<file path="config.mk">
export PLATFORM = sky130hd
export DESIGN_NAME = call_request_register
export DESIGN_NICKNAME = d
export VERILOG_FILES = /design/src/rtl/call_request_register.sv
export SDC_FILE = /design/constraint.sdc
export NUM_CORES = 1
export LEC_CHECK = 0
export CAP_MARGIN = 20
export CORE_AREA = 4 4 46 48
export CTS_CLUSTER_DIAMETER = 30
export DETAILED_ROUTE_END_ITERATION = 8
export DIE_AREA = 0 0 50 52
export GPL_TIMING_DRIVEN = 0
export PLACE_DENSITY = 0.8
export SLEW_MARGIN = 15
export SYNTH_ARGS = -nofsm -noshare
export SYNTH_HDL_FRONTEND = slang
export SYNTH_SLANG_ARGS = --single-unit
</file>
<file path="constraint.sdc">
create_clock -name clk -period 3.7 [get_ports clk]
set_input_delay 1.11 -clock clk [delete_from_list [all_inputs] [get_ports clk]]
set_output_delay 1.11 -clock clk [all_outputs]
set_load 0.01 [all_outputs]
</file>
<file path="src/rtl/call_request_register.sv">
// call_request_register: latches hall calls and offers the nearest one as target (CALL_CANCEL_EN: repeat pulse cancels a non-target call)
module call_request_register #(
    parameter int FLOOR_W  = 2,
    parameter int NF_CHECK = 1
) (
    input  logic                    clk,
    input  logic                    rst,
    input  logic [2**FLOOR_W-1:0]   call_pulse,
    input  logic [FLOOR_W-1:0]      cur_floor,
    input  logic                    at_floor,
    input  logic                    ack,
    output logic [2**FLOOR_W-1:0]   pending,
    output logic                    req_valid,
    output logic [FLOOR_W-1:0]      req_floor,
    output logic                    serve_done
);
    localparam int NF = 2**FLOOR_W;
    localparam logic [FLOOR_W:0] NF_V = (FLOOR_W+1)'(NF);

    typedef enum logic [1:0] {IDLE, OFFER, SERVING} state_t;

    state_t              r_state, w_next;
    logic [NF-1:0]       r_pending, w_pending_nx, w_set, w_clr;
    logic [FLOOR_W-1:0]  r_target, w_cur, w_best_f, w_best_d;
    logic [FLOOR_W-1:0]  w_dist [NF];
    logic                w_found, w_serve, r_serve_done;

    assign w_cur   = (NF_CHECK != 0 && {1'b0, cur_floor} >= NF_V) ? '0 : cur_floor;
    assign w_serve = r_state == SERVING && at_floor && w_cur == r_target;
    assign w_set   = call_pulse & ~({NF{at_floor}} & (NF'(1) << w_cur));
    assign w_clr   = {NF{w_serve}} & (NF'(1) << r_target);

`ifdef CALL_CANCEL_EN
    logic [NF-1:0] w_tgt_mask;
    assign w_tgt_mask   = {NF{r_state != IDLE}} & (NF'(1) << r_target);
    assign w_pending_nx = (r_pending | w_set) & ~(w_set & r_pending & ~w_tgt_mask) & ~w_clr;
`else
    assign w_pending_nx = (r_pending | w_set) & ~w_clr;
`endif

    for (genvar g = 0; g < NF; g++) begin : g_dist
        assign w_dist[g] = (FLOOR_W'(g) > w_cur) ? FLOOR_W'(g) - w_cur : w_cur - FLOOR_W'(g);
    end

    // ascending scan with <= lets the higher floor win a distance tie
    always_comb begin
        w_found  = 1'b0;
        w_best_f = '0;
        w_best_d = '0;
        for (int i = 0; i < NF; i++) begin
            if (r_pending[i] && (!w_found || w_dist[i] <= w_best_d)) begin
                w_found  = 1'b1;
                w_best_f = FLOOR_W'(i);
                w_best_d = w_dist[i];
            end
        end
    end

    always_comb begin
        w_next = r_state;
        case (r_state)
            IDLE:    if (|r_pending) w_next = OFFER;
            OFFER:   if (ack) w_next = SERVING;
            SERVING: if (w_serve) w_next = IDLE;
            default: w_next = IDLE;
        endcase
    end

    always_ff @(posedge clk) begin
        if (rst) begin
            r_state      <= IDLE;
            r_pending    <= '0;
            r_target     <= '0;
            r_serve_done <= 1'b0;
        end else begin
            r_state      <= w_next;
            r_pending    <= w_pending_nx;
            r_serve_done <= w_serve;
            if (r_state == IDLE && |r_pending) r_target <= w_best_f;
        end
    end

    assign pending    = r_pending;
    assign req_valid  = r_state == OFFER;
    assign req_floor  = r_target;
    assign serve_done = r_serve_done;
endmodule

</file>
==> flow_summary.yaml <==
worst_setup_path:
  path_max_fanout: 9
  worst-endpoint-arrival_ns: 3.82
  cpMostUsedCell: "ha_1"
  cp_slowest_cell: "nor4_2"
  path_delay_family: "simple AND/OR/NAND/NOR gates"
  crit_path_end_kind: "flip-flop"
  crit_path_max_incr_delay_ns: 0.63
  cp_cell_sequence: "buf_12 -> inv_1 -> ha_1 -> nor4_2 -> o31ai_4 -> nand2b_4 -> mux2i_2 -> ha_1 -> nor2b_4 -> o21ai_2 -> a2111oi_4 -> a211o_1 -> a21oi_2"
  crit_buf_inv: 2
  crit_type: "input pin to flip-flop"
  critical_path.startpoint_type: "input pin"
  worst_ep_required_time_ns: 3.89
placement:
  io_buffers: 16
  dp_cells: 126
  hpwl_um: 1324
  place_area_um2: 897.1
  place_congestion: 0.8086
  dp_slack_ns: -1.103
timing:
  fmax_mhz: 275.4
  layout_min_cycle_time_ns: 3.631
  holdWs_ns: 0.5866
  setup_violations: 0
  max_slew_margin_pct: 57.29
  setup_ws_ns: 0.06864
  tightest_slew_ns: 0.6353
  finalClockSkew_ns: 0.007440
  slew_viol_final: 0
  final_hold_viol_count: 0
  finalSetupTns_ns: 0
  min_period_over_period_pct: 98.14
clock_tree:
  path_clk_slew_ns: 0.05
  htreeDepth: 1
  cts_max_path_buffers: 2
  numCtsBuffers: 3
  clockRootBuffer: "clkbuf_4"
  clk_latency_ns: 0.26
  cts_tree: "yes"
  cts.sinks: 9
run_status:
  status: "completed"
layout:
  fin_cells: 144
  nets: 140
  antenna_cells: 0
  area_growth_pct: 66.61
  fin_util_pct: 67.25
  fillers: 122
  final_area_um2: 1149
  drive_above_1_share_pct: 31.93
  layout_common_cells: "clkdlybuf4s50_1 (14), buf_4 (14), nand2_1 (10), dfxtp_1 (9)"
die:
  core_um2: 1708
  start_util_pct: 40.37
  io_pins: 18
  std_cell_rows: 15
  die_w_um: 50
  dieArea_um2: 2600
  die_y_um: 52
detailed_routing:
  drc_errors: 0
  wire_per_inst_um: 15.89
  ant_nets: 0
  wl_um: 2288
  drt_iter0_markers: 14
  dr.pass1.iters: 4
  avgViaCountPerCell: 5.479
  num_vias: 789
global_routing:
  grt_usage_pct: 17.81
  grt_pass1_vias: 763
  overflow: 0
  grt_pass1_wl_um: 3477
  grt_max_degree: 10
  met2_usage_pct: 30.00
  grt_antenna_before_repair: 0
  grtUsageMet3_pct: 4.298
  top_usage_layer: "met2"
  gr-usage-met1_pct: 20.28
synthesis:
  ys.warnings.count: 0
  syn_area_um2: 689.4
  synth-seq-cells: 9
  syn-num-nets: 105
  yosysSeqAreaShare_pct: 26.13
  syn-mean-instance-area_um2: 8.111
  ys_types: 28
  netlist_instances: 85
pwr:
  p_per_area_nw_per_um2: 323.8
  power.leakage_nw: 0.4674
  irDropWorstVdd_v: 0.0002197
  total_power_uw: 372.0
job:
  drv_cap: 0
hold_path:
  hp-class: "flip-flop to flip-flop"
[where the power goes]
group	switching (mW)	leakage (nW)	internal, mW
Combinational	0.0758	0.378	0.0950
Sequential	0.0187	0.0747	0.107
Clock	0.0336	0.0150	0.0415
Total	0.128	0.467	0.244
[flip-flops by register name, indices dropped and copies added (netlist names)]
signal      flops
serve_done      1
pending         4
r_state         2
req_floor       2
[cells by family after synthesis]
kind of cell / after synthesis / synth area share [%]
adder cells (fa/ha/maj): 10 / 18.15
XOR/XNOR: 1 / 1.271
multiplexers: 2 / 3.629
AO/OA/AOI/OAI: 22 / 21.78
AND/OR/NAND/NOR: 34 / 25.23
buffers and inverters: 7 / 3.810
flip-flops: 9 / 26.13
[synthesized netlist by cell type]
library cell	count	share of area, %
xor2_1	1	1.3
nor4_1	3	2.7
a211o_1	1	1.3
o311ai_2	1	2.4
or2b_2	1	1.3
a21oi_1	9	6.5
a2111oi_0	1	1.3
nor2_1	7	3.8
o31ai_1	1	1.1
dfxtp_1	9	26
a211oi_1	2	2.2
o21a_1	1	1.1
nor3_1	5	3.6
nand2_1	11	6.0
mux2_4	1	2.2
and2_1	1	0.91
ha_1	10	18
o31a_1	1	1.3
nor2b_1	3	2.7
o21ai_0	3	2.2
nor3b_2	1	1.8
nand2b_2	1	1.3
buf_1	1	0.54
a311oi_1	2	2.5
mux2i_1	1	1.5
clkbuf_1	1	0.54
inv_1	5	2.7
nand3b_1	1	1.1
[worst paths after layout]
path	startpoint	endpoint	slack (ns)	cells after the start
setup / recovery	cur_floor[1]	req_floor[0]	0.07	13
hold / removal	r_state[1]	r_state[1]	0.59	2
setup reg to reg	pending[0]	req_floor[0]	0.50	15
hold reg to reg	r_state[1]	r_state[1]	0.59	2
[metal layers]
metal  wire length [µm]  part of all wire, %
met1                954                   42
met2               1122                   49
met3                147                  6.4
met4                 63                  2.8
met5                  0                    0
[worst register-to-register path, delay by kind of cell (launching register included)]
kind / cells / cell delay [ns]
AND/OR/NAND/NOR: 6 / 1.01
AO/OA/AOI/OAI: 6 / 0.94
adder cells (fa/ha/maj): 2 / 0.56
flip-flops: 1 / 0.40
multiplexers: 1 / 0.22
[cell type report]
type	instances	area, µm²	share of cell area, %
multi-input combinational	69	599.3	52.18
timing repair buffer	30	285.3	24.84
sequential	9	180.2	15.69
tap	25	31.28	2.723
clock buffer	4	26.28	2.288
inverter	5	18.77	1.634
buffer	2	7.507	0.6536
[what timing repair did]
item	in CTS	in global routing
endpoints found under the hold margin	0	0
hold buffers	0	0
endpoints found under the setup margin	2	2
resized for setup	29	9
pin swaps	6	8
buffers inserted	9	5
(Power assumes the default switching activity.)
